File: src/rtl/sar_search_pkg.sv
// rtl/sar_search_pkg.sv - shared types and helpers for the SAR search engine
// Contents: sar_state_t (2-bit FSM encoding), SAR_N_DEFAULT, onehot3().
package sar_search_pkg;

    localparam int SAR_N_DEFAULT = 8;

    typedef enum logic [1:0] {
        IDLE   = 2'd0,
        SEARCH = 2'd1,
        VERIFY = 2'd2,
        DONE   = 2'd3
    } sar_state_t;

    // True when exactly one of the three comparator flags is asserted.
    function automatic logic onehot3(input logic lt, input logic gt, input logic eq);
        return (lt ^ gt ^ eq) && !(lt && gt && eq);
    endfunction

endpackage

File: src/rtl/sar_search_if.sv
// rtl/sar_search_if.sv - start/result handshake plus comparator probe/flags
// Signals: start, busy, done, found, err, result[N], probe[N], lt, gt, eq.
// master: the search engine; slave: the requester/comparator side.
interface sar_search_if
    import sar_search_pkg::*;
#(
    parameter int N = SAR_N_DEFAULT
) ();
    logic         start;
    logic         busy;
    logic         done;
    logic         found;
    logic         err;
    logic [N-1:0] result;
    logic [N-1:0] probe;
    logic         lt;
    logic         gt;
    logic         eq;

    modport master (
        input  start, lt, gt, eq,
        output busy, done, found, err, result, probe
    );

    modport slave (
        output start, lt, gt, eq,
        input  busy, done, found, err, result, probe
    );
endinterface

File: src/rtl/sar_search.sv
// rtl/sar_search.sv - successive-approximation search through an external comparator
// Ports: clk, rst_n (async, active-low), bus (sar_search_if.master):
//   start in; probe out to comparator; lt/gt/eq in; busy/done/found/err/result out.
// Option: SAR_EARLY_EXIT_EN - finish as soon as the comparator reports eq during search.
module sar_search
    import sar_search_pkg::*;
#(
    parameter int N = SAR_N_DEFAULT
) (
    input  logic          clk,
    input  logic          rst_n,
    sar_search_if.master  bus
);

    localparam int IW = (N > 1) ? $clog2(N) : 1;

    sar_state_t   state, state_next;
    logic [IW-1:0] idx, idx_next;
    logic [N-1:0] probe, probe_next;
    logic [N-1:0] result, result_next;
    logic         found, found_next;
    logic         err, err_next;
    logic         flags_ok;
    logic         early_hit;

    assign flags_ok = onehot3(bus.lt, bus.gt, bus.eq);

`ifdef SAR_EARLY_EXIT_EN
    assign early_hit = bus.eq;
`else
    // eq behaves as lt: the bit is kept and the search always runs to completion.
    assign early_hit = 1'b0;
`endif

    always_ff @(posedge clk or negedge rst_n) begin
        if (!rst_n) begin
            state  <= IDLE;
            idx    <= IW'(N - 1);
            probe  <= '0;
            result <= '0;
            found  <= 1'b0;
            err    <= 1'b0;
        end else begin
            state  <= state_next;
            idx    <= idx_next;
            probe  <= probe_next;
            result <= result_next;
            found  <= found_next;
            err    <= err_next;
        end
    end

    always_comb begin
        state_next  = state;
        idx_next    = idx;
        probe_next  = probe;
        result_next = result;
        found_next  = found;
        err_next    = err;
        case (state)
            IDLE: begin
                if (bus.start) begin
                    probe_next        = '0;
                    probe_next[N-1]   = 1'b1;
                    idx_next          = IW'(N - 1);
                    found_next        = 1'b0;
                    err_next          = 1'b0;
                    state_next        = SEARCH;
                end
            end
            SEARCH: begin
                if (!flags_ok) begin
                    err_next    = 1'b1;
                    found_next  = 1'b0;
                    result_next = probe;
                    state_next  = DONE;
                end else if (early_hit) begin
                    result_next = probe;
                    found_next  = 1'b1;
                    state_next  = DONE;
                end else begin
                    // Probe too large: this bit cannot be part of the target.
                    if (bus.gt) begin
                        probe_next[idx] = 1'b0;
                    end
                    if (idx != '0) begin
                        probe_next[idx - IW'(1)] = 1'b1;
                        idx_next                 = idx - IW'(1);
                    end else begin
                        state_next = VERIFY;
                    end
                end
            end
            VERIFY: begin
                found_next  = bus.eq;
                result_next = probe;
                if (!flags_ok) begin
                    err_next = 1'b1;
                end
                state_next = DONE;
            end
            DONE: begin
                state_next = IDLE;
            end
            default: begin
                state_next = IDLE;
            end
        endcase
    end

    assign bus.probe  = probe;
    assign bus.result = result;
    assign bus.found  = found;
    assign bus.err    = err;
    assign bus.busy   = (state == SEARCH) || (state == VERIFY);
    assign bus.done   = (state == DONE);

endmodule

File: src/flat_wrapper.sv
// flat-port wrapper written by rule: the top's interface ports become plain ports
module sar_search_flat import sar_search_pkg::*;
#(
    parameter int N = SAR_N_DEFAULT
)
  (clk, rst_n, bus_start, bus_lt, bus_gt, bus_eq, bus_busy, bus_done, bus_found, bus_err, bus_result, bus_probe);
  sar_search_if #(.N(N)) bus_i ();
  input  logic clk;
  input  logic rst_n;
  input wire logic [$bits(bus_i.start)-1:0] bus_start;
  input wire logic [$bits(bus_i.lt)-1:0] bus_lt;
  input wire logic [$bits(bus_i.gt)-1:0] bus_gt;
  input wire logic [$bits(bus_i.eq)-1:0] bus_eq;
  output wire logic [$bits(bus_i.busy)-1:0] bus_busy;
  output wire logic [$bits(bus_i.done)-1:0] bus_done;
  output wire logic [$bits(bus_i.found)-1:0] bus_found;
  output wire logic [$bits(bus_i.err)-1:0] bus_err;
  output wire logic [$bits(bus_i.result)-1:0] bus_result;
  output wire logic [$bits(bus_i.probe)-1:0] bus_probe;
  assign bus_i.start = bus_start;
  assign bus_i.lt = bus_lt;
  assign bus_i.gt = bus_gt;
  assign bus_i.eq = bus_eq;
  assign bus_busy = bus_i.busy;
  assign bus_done = bus_i.done;
  assign bus_found = bus_i.found;
  assign bus_err = bus_i.err;
  assign bus_result = bus_i.result;
  assign bus_probe = bus_i.probe;
  sar_search #(.N(N)) u_core (.clk(clk), .rst_n(rst_n), .bus(bus_i));
endmodule
File: config.mk
export PLATFORM = sky130hd
export DESIGN_NAME = sar_search_flat
export DESIGN_NICKNAME = d
export VERILOG_FILES = /design/src/rtl/sar_search_pkg.sv /design/src/rtl/sar_search_if.sv /design/src/rtl/sar_search.sv /design/src/flat_wrapper.sv
export SDC_FILE = /design/constraint.sdc
export NUM_CORES = 1
export LEC_CHECK = 0
export ABC_AREA = 0
export BUFFER_PORTS_ARGS = -buffer_cell sky130_fd_sc_hd__clkbuf_2
export CAP_MARGIN = 10
export CELL_PAD_IN_SITES_DETAIL_PLACEMENT = 1
export CELL_PAD_IN_SITES_GLOBAL_PLACEMENT = 2
export CORE_ASPECT_RATIO = 0.5
export CORE_MARGIN = 4
export CORE_UTILIZATION = 25
export CTS_BUF_LIST = sky130_fd_sc_hd__clkbuf_8
export DETAILED_ROUTE_END_ITERATION = 8
export GPL_ROUTABILITY_DRIVEN = 0
export PLACE_DENSITY_LB_ADDON = 0.1
export SYNTH_ARGS = -nofsm -noshare
export SYNTH_HDL_FRONTEND = slang
export SYNTH_SLANG_ARGS = --single-unit
File: constraint.sdc
create_clock -name clk -period 2 [get_ports clk]
set_input_delay 0.3 -clock clk [delete_from_list [all_inputs] [get_ports clk]]
set_output_delay 0.3 -clock clk [all_outputs]
set_load 0.03 [all_outputs]
**Word-level counts from Yosys, hierarchy flattened**

Index checks and enable logic that the tools add are counted.

- Add/sub/neg operators: 1
- $lt $le $gt $ge: 4
- Equal/unequal tests: 9
- Multiplexer cells: 26
- Bitwise operators: 5
- Reduce and logical (&&, ||, !) cells: 20

Operators by type and width:

| kind | number |
|---|---|
| $mux 8 | 7 |
| $pmux 8 s2 | 2 |
| $mux 3 | 3 |
| $reduce_and 3->1 | 3 |
| $and 8x8->8 | 1 |
| $lt 3x4->1 const B | 2 |
| $not 8->8 | 1 |
| $or 8x8->8 | 1 |
| $pmux 2 s4 | 1 |
| $demux 1 s3 | 2 |
| $ge 3x1->1 const B | 2 |
| $mux 2 | 3 |
| $ne 2x2->1 const B | 3 |
| $pmux 3 s2 | 1 |
| $reduce_bool 2->1 | 3 |
| $reduce_bool 3->1 | 2 |
| $logic_and 1x1->1 | 5 |
| $mux 1 | 5 |
| $eq 2x2->1 const B | 2 |
| $ne 2x1->1 const B | 2 |
| $reduce_and 2->1 | 2 |
| $reduce_and 4->1 | 1 |
| $ne 3x3->1 const B | 1 |
| $pmux 1 s3 | 1 |
| 8 further kinds | 9 |

- Bits in registers: 23
- Bits of input ports: 6
- Logic and storage cells: 71

**Longest topological paths before layout**

Gate-level depths: netlist of the first run.

- Word-level depth: 13
- Mapped depth: 8
- Gate-level depth less buffers: 6

**Worst setup path before layout of the first run**

Ideal clock, no wire load.

- Path kind: reg2reg
- Start: reg u_core.state[1]
- End: reg u_core.result[0] (netlist: u_core.bus.result[0])
- Arrival time: 1.827 ns
- Data required time: 1.875 ns
- Slack: 0.048 ns
- Stages on the path, launching flop included: 6
- Buffers on the path: 1
- Path through: dfrtp_1 -> inv_1 -> ha_1 -> buf_1 -> mux2i_2 -> mux2_2

- Word-level cells in the longest chain between the ends: 3

RTL lines:

| item | RTL line | source |
|---|---|---|
| start, declared | sar_search.sv:17 | `sar_state_t state, state_next;` |
| start signal, assigned | sar_search.sv:44 | `state <= state_next;` |
| $eq 2x1->1 / $eq 2x2->1 (equally long branches) | sar_search.sv:60 | `case (state)` |
| $ne 2x2->1 (no source line) / $reduce_bool 2->1 (equally long branches) | - |  |
| $reduce_and 2->1 (no source line) | - |  |
| end signal, assigned | sar_search.sv:47 | `result <= result_next;` |
| end, declared | sar_search.sv:20 | `logic [N-1:0] result, result_next;` |

Parallel ways exist; a longest one is shown, timed or not.
A chain may end at the register's enable or synchronous reset.

**Final worst setup path of the first run**

- Start: reg u_core.state[0]
- End: reg u_core.probe[4] (netlist: u_core.bus.probe[4])

- Word-level cells in the longest chain between the ends: 3

RTL lines:

| item | RTL line | source |
|---|---|---|
| $eq 2x1->1 / $logic_not 2->1 (equally long branches) | sar_search.sv:60 |  |
| $ne 2x1->1 (no source line) (tied with other cells) | - |  |
| $reduce_and 3->1 (no source line) | - |  |
| end signal, assigned | sar_search.sv:46 | `probe <= probe_next;` |
| end, declared | sar_search.sv:19 | `logic [N-1:0] probe, probe_next;` |

Parallel ways exist; a longest one is shown, timed or not.

==> results of run 1 <==
## registers in the layout, indices dropped and copies added, names as in the netlist
signal / flops
u_core.state: 2
u_core.bus.found: 1
u_core.bus.err: 1
u_core.bus.result: 8
u_core.idx: 3
u_core.bus.probe: 8
## cell type report
class | instances | area [µm²] | share of cell area [%]
clock inverter | 1 | 5.00 | 0.294
tap | 70 | 87.6 | 5.14
inverter | 9 | 33.8 | 1.98
sequential | 23 | 579 | 34.0
timing repair buffer | 42 | 278 | 16.3
clock buffer | 3 | 41.3 | 2.42
multi-input combinational | 90 | 678 | 39.8
## stage by stage
stage / setup WS, ps / hold slack, ps / utilization (%)
2_1_floorplan: 48.3 / 4.41 / -
3_3_place_gp: -29.0 / 347 / 33.1
3_5_place_dp: -58.8 / 349 / 33.1
4_1_cts: 128 / 51.2 / 34.1
5_1_grt: 2.06 / 76.0 / 34.1
6_report: 161 / 11.7 / 34.1
## worst reg2reg max path, cell delays in order, from the launching register on
cell and delay [ps]:
dfrtp_1 390, inv_1 80, ha_1 220, nor2b_1 340, a311oi_4 90, buf_12 160, and3_4 200, a32o_1 250
## cells in the final DEF, fill, tap and decap left out, types with 2 or more instances in the layout
| cell | Yosys | routed |
|---|---|---|
| clkbuf_8 | 0 | 3 |
| buf_4 | 0 | 15 |
| ha_1 | 7 | 7 |
| nor3_1 | 2 | 2 |
| o2bb2ai_1 | 3 | 3 |
| nor2_1 | 9 | 9 |
| a32o_1 | 4 | 4 |
| a21oi_1 | 4 | 4 |
| nand2b_1 | 5 | 5 |
| nor2b_1 | 2 | 2 |
| buf_12 | 0 | 2 |
| nand2_1 | 16 | 16 |
| mux2_2 | 10 | 10 |
| o21ai_0 | 5 | 5 |
| o31ai_1 | 4 | 4 |
| dfrtp_1 | 20 | 20 |
| a2bb2oi_1 | 2 | 2 |
| clkbuf_2 | 0 | 25 |
| inv_1 | 9 | 9 |
| a22o_1 | 2 | 2 |
| dfstp_2 | 3 | 3 |
## power breakdown
| part | leakage [µW] | internal [µW] | switching, µW |
|---|---|---|---|
| registers | 0.000294 | 606 | 89.6 |
| logic | 0.000520 | 734 | 945 |
| clock network | 0.0000255 | 139 | 153 |
| total | 0.000840 | 1480 | 1190 |
## worst min-delay path by stage
stage	from	end	slack, ps	cells after the start
after CTS	rst_n	u_core.bus.probe[7]$_DFFE_PN0P_	50	1
after floorplan	rst_n	u_core.bus.err$_DFFE_PN0P_	4	0
final	rst_n	u_core.bus.found$_DFFE_PN0P_	10	1
after global placement	rst_n	u_core.bus.found$_DFFE_PN0P_	350	1
after detailed placement	rst_n	u_core.bus.found$_DFFE_PN0P_	350	1
after global routing	rst_n	u_core.bus.found$_DFFE_PN0P_	80	1
## routing by layer
layer / vias up / track usage (%) / routed length [µm]
met3: 0 / 3.67 / 155
met5: - / 0 / 0
met1: 546 / 14.4 / 1690
met2: 19 / 17.2 / 1440
met4: 0 / 1.58 / 0
li1: 542 / - / -
## cells by family (layout without fill, tap and decap cells)
kind of cell	after synthesis	count (layout)
simple gates	39	39
flops	23	23
compound gates	32	32
fa+ha+maj	7	7
mux	12	12
buf+inv	14	55
==> reports/results.tsv, run 1 <==
metric	value	unit
status	finished, final reports clean	
DR WL/cell	13.8	µm
warnings from Yosys	0	
core area	5000	µm²
Top FF cell, synth	dfrtp_1	
cell taking the most area after synthesis	dfrtp_1	
Final Non-Filler Cells	238	
IO Count	26	
Fmax achieved	0.544	GHz
Initial Util	26.4	%
Cells after Synth	127	
measured slew at the worst slew-check pin	586	ps
Mapped Area	1320	µm²
Commonest cells post-synth	dfrtp_1 (20), nand2_1 (16), mux2_2 (10), inv_1 (9), nor2_1 (9)	
Data arrival, critical path	2000	ps
Setup crit start	u_core.state[0]$_DFFE_PN0P_	
Final min period	1840	ps
post-cts sizing count	0	
post-CTS setup repair buffer count	0	
share of post-route cells with drive strength above 1	38.1	%
final instance area	1700	µm²
count leader, synth	dfrtp_1	
worst relative slew slack	60.9	%
Placed Cells	234	
worst hold path type	in -> async	
Initial DRT Pass Iterations	4	
DRC	0	
post-synth top area share	38.0	%
hpwl dp	2600	µm
die span in y	59.3	µm
MaxCap Viol Count	0	
DRT antenna net count	0	
Synth Area in Simple Gates	14.5	%
initial antenna violation count	0	
largest net degree at the start of global routing	24	
reg2reg path depth	7	
Synth async-reset ratio	100	%
htree depth	1	
CP delay by family, top	simple AND/OR/NAND/NOR gates	
post-synthesis cell type count	35	
TritonCTS clock tree	built	
clk_skew	3.06	ps
post-synthesis adder-cell area fraction	6.65	%
CP required	2160	ps
LEAKAGE	0.000840	µW
total grt overflow	0	
worst-skew pair later-pin latency	260	ps
Antenna diodes	0	
post-synthesis xor/xnor area fraction	0	%
power per cell area	1570	nW/µm²
multiplexer share of the synthesized area	10.4	%
worst reg-to-reg setup slack	160	ps
Net count, final	182	
clock root cell	clkbuf_8	
die area	6570	µm²
reg2reg end	u_core.bus.probe[4]$_DFFE_PN0P_	
post-synthesis sequential area ratio	44.0	%
filler instances	588	
Total Power	2670	µW
crit path capture	u_core.bus.probe[4]$_DFFE_PN0P_	
final hold viol count	0	
largest family of logic cells by synthesized area	compound AO/OA/AOI/OAI gates	
number of global-route vias before repair	1130	
WS Path Type	reg -> reg	
Mean Syn Cell Area	10.4	µm²
Syn-to-layout area delta	29.2	%
ranking of synthesized cells by area	dfrtp_1 (38%), mux2_2 (8.5%), ha_1 (6.6%)	
compound-gate portion of the synthesized area	19.9	%
gr usage total	10.7	%
Final TNS setup	0	ps
crit-path max FO	14	
Worst path depth	7	
CP max stage cell	dfrtp_1	
row count	18	
Post-synth EDFFs	0	
unrepaired setup endpoints after global routing	no	
register bit total from synthesis	23	
fin crit share	91.9	%
placed cell area	1660	µm²
die width	111	µm
max-slew violations	0	
R2R Path Start	u_core.state[0]$_DFFE_PN0P_	
crit path buf inv count	2	
PortBufs	25	
via-per-instance ratio	4.65	
crit end category	flip-flop	
# setup viols final	0	
TritonCTS Buffers	3	
peak supply drop	0.642	mV
CP Cell Sequence	inv_1 > ha_1 > nor2b_1 > a311oi_4 > buf_12 > and3_4 > a32o_1	
syn_nets	140	
Clock Sinks	23	
clock slew at reported path FFs	80	ps
first-pass GRT wire length	5550	µm
initial detailed-routing violation count	22	
Vias	1107	
CP peak stage delay	390	ps
crit start category	flip-flop	
Total Routed Length	3280	µm
post-cts hold buffer count	0	
CTS Buffer Depth	2	
No activity file was read; power rests on OpenSTA's default activity.
==> inputs of run 2 (changes only) <==
PLACE_DENSITY = 0.64   (was default)
PLACE_DENSITY_LB_ADDON = default   (was 0.1)
==> run 2 against run 1 <==
  * Non-clock buffer count did not move
  * Critical path depth did not move
  * Fmax rose by 0.62%
  * Sequential share of layout area rose by 0.51 points
  * Design area fell by 1.5%
  * Power fell by 2.3%
  * Final cell count did not move
  * Clock power rose by 4%
  * Clock skew rose by 2.7 ps
  * Routed wire length rose by 3.2%
  * Highest routed layer is now met4
==> reports/results.tsv, run 2 (synthesis results as in run 1) <==
metric	value	unit
initial antenna violation count	0	
peak supply drop	0.490	mV
number of global-route vias before repair	1139	
Fmax achieved	0.547	GHz
Final TNS setup	0	ps
DRC	0	
fin crit share	91.4	%
CP peak stage delay	390	ps
CP required	2160	ps
worst relative slew slack	57.4	%
clock slew at reported path FFs	90	ps
crit-path max FO	20	
placed cell area	1630	µm²
switching power	1180	µW
core area	5000	µm²
clock root cell	clkbuf_8	
CP max stage cell	dfrtp_1	
Switching Share	45.3	%
largest registers	u_core.bus.probe (8), u_core.bus.result (8), u_core.idx (3)	
unrepaired setup endpoints after global routing	no	
largest net degree at the start of global routing	24	
post-cts sizing count	0	
final hold viol count	0	
Seq pwr share	26.8	%
Data arrival, critical path	1990	ps
gr usage total	11.2	%
final instance area	1680	µm²
DR WL/cell	14.2	µm
IO Count	26	
LEAKAGE	0.000831	µW
measured slew at the worst slew-check pin	639	ps
Top cell by count, worst path	buf_4	
MaxCap Viol Count	0	
CTS Buffer Depth	2	
first-pass GRT wire length	5730	µm
die span in y	59.3	µm
Vias	1086	
post-route worst hold slack	27.8	ps
Antenna diodes	0	
DRT antenna net count	0	
most frequent cells in the layout	clkbuf_2 (25), dfrtp_1 (20), buf_4 (17)	
hpwl dp	2640	µm
Final min period	1830	ps
worst hold path type	in -> async	
crit end category	flip-flop	
Syn-to-layout area delta	27.4	%
Initial DRT Pass Iterations	3	
status	finished, final reports clean	
power per cell area	1550	nW/µm²
initial detailed-routing violation count	10	
share of post-route cells with drive strength above 1	38.1	%
CP Cell Sequence	buf_4 > ha_1 > buf_4 > a311oi_4 > buf_4 > nand2_1 > a32o_1	
Total Routed Length	3380	µm
TritonCTS Buffers	3	
Clock Sinks	23	
WS Path Type	reg -> reg	
post-CTS setup repair buffer count	0	
# setup viols final	0	
die area	6570	µm²
die width	111	µm
Total Power	2600	µW
htree depth	1	
commonest non-fill, non-tap cell in the layout	clkbuf_2	
max-slew violations	0	
post-cts hold buffer count	0	
clock group share of total power	11.7	%
total grt overflow	0	
Int Pwr	1420	µW
worst-skew pair later-pin latency	270	ps
row count	18	
TritonCTS clock tree	built	
via-per-instance ratio	4.56	
combinational share of power	61.6	%
crit start category	flip-flop	
Net count, final	182	
PortBufs	25	
Initial Util	26.4	%
clk_skew	5.77	ps
## run 2: changes by cell type in the layout (fill, tap and decap cells not counted)
cell    delta
buf_12     -2
buf_4      +2
## run 2: critical path: cells and delay by family, from the launching register on
kind | cells | cell delay, ps
and+or+nand+nor | 1 | 70
adders and majority gates | 1 | 200
DFF | 1 | 390
AOI/OAI and AO/OA | 2 | 460
buffers and inverters | 3 | 580
## run 2: routing by layer
layer	GRT usage (%)	part of all wire (%)	routed length, µm
met5	0	0	0
met4	3.68	1.4	48
met3	3.16	3.5	117
met2	18.7	47	1590
met1	14.2	48	1620
## run 2: through the flow
step / instances / setup slack, ps / utilization (%)
after CTS: 238 / 151 / 33.6
after global placement: 234 / -6.37 / 32.6
final: 238 / 173 / 33.6
after floorplan: 127 / 48.3 / -
after detailed placement: 234 / -42.3 / 32.6
after global routing: 238 / 53.9 / 33.6
## run 2: area by class of cell
| type | instances | area [µm²] |
|---|---|---|
| inverter | 9 | 33.8 |
| timing repair buffer | 42 | 253 |
| clock buffer | 3 | 41.3 |
| fill | 604 | 3320 |
| tap | 70 | 87.6 |
| multi-input combinational | 90 | 678 |
| sequential | 23 | 579 |
| clock inverter | 1 | 5.00 |
## run 2: worst paths after layout
path / depth (start not counted) / endpoint / slack [ps] / from
worst max-delay path: 7 / u_core.bus.probe[4]$_DFFE_PN0P_ / 170 / u_core.state[0]$_DFFE_PN0P_
worst min-delay path: 1 / u_core.bus.found$_DFFE_PN0P_ / 30 / rst_n
worst max register to register: 7 / u_core.bus.probe[4]$_DFFE_PN0P_ / 170 / u_core.state[0]$_DFFE_PN0P_
worst min register to register: 2 / u_core.bus.found$_DFFE_PN0P_ / 510 / u_core.bus.found$_DFFE_PN0P_
max in group asynchronous: 1 / u_core.bus.probe[4]$_DFFE_PN0P_ / 1550 / rst_n
min in group clk: 3 / u_core.bus.found$_DFFE_PN0P_ / 290 / bus_eq
## run 2: power by group through the flow
stage               Sequential, µW  Combinational, µW  Clock, µW
global route                   718               1770        345
finish                         697               1600        304
detailed placement             709               1640          0
global placement               700               1620          0
floorplan                      857                947          0
CTS                            701               1640        323
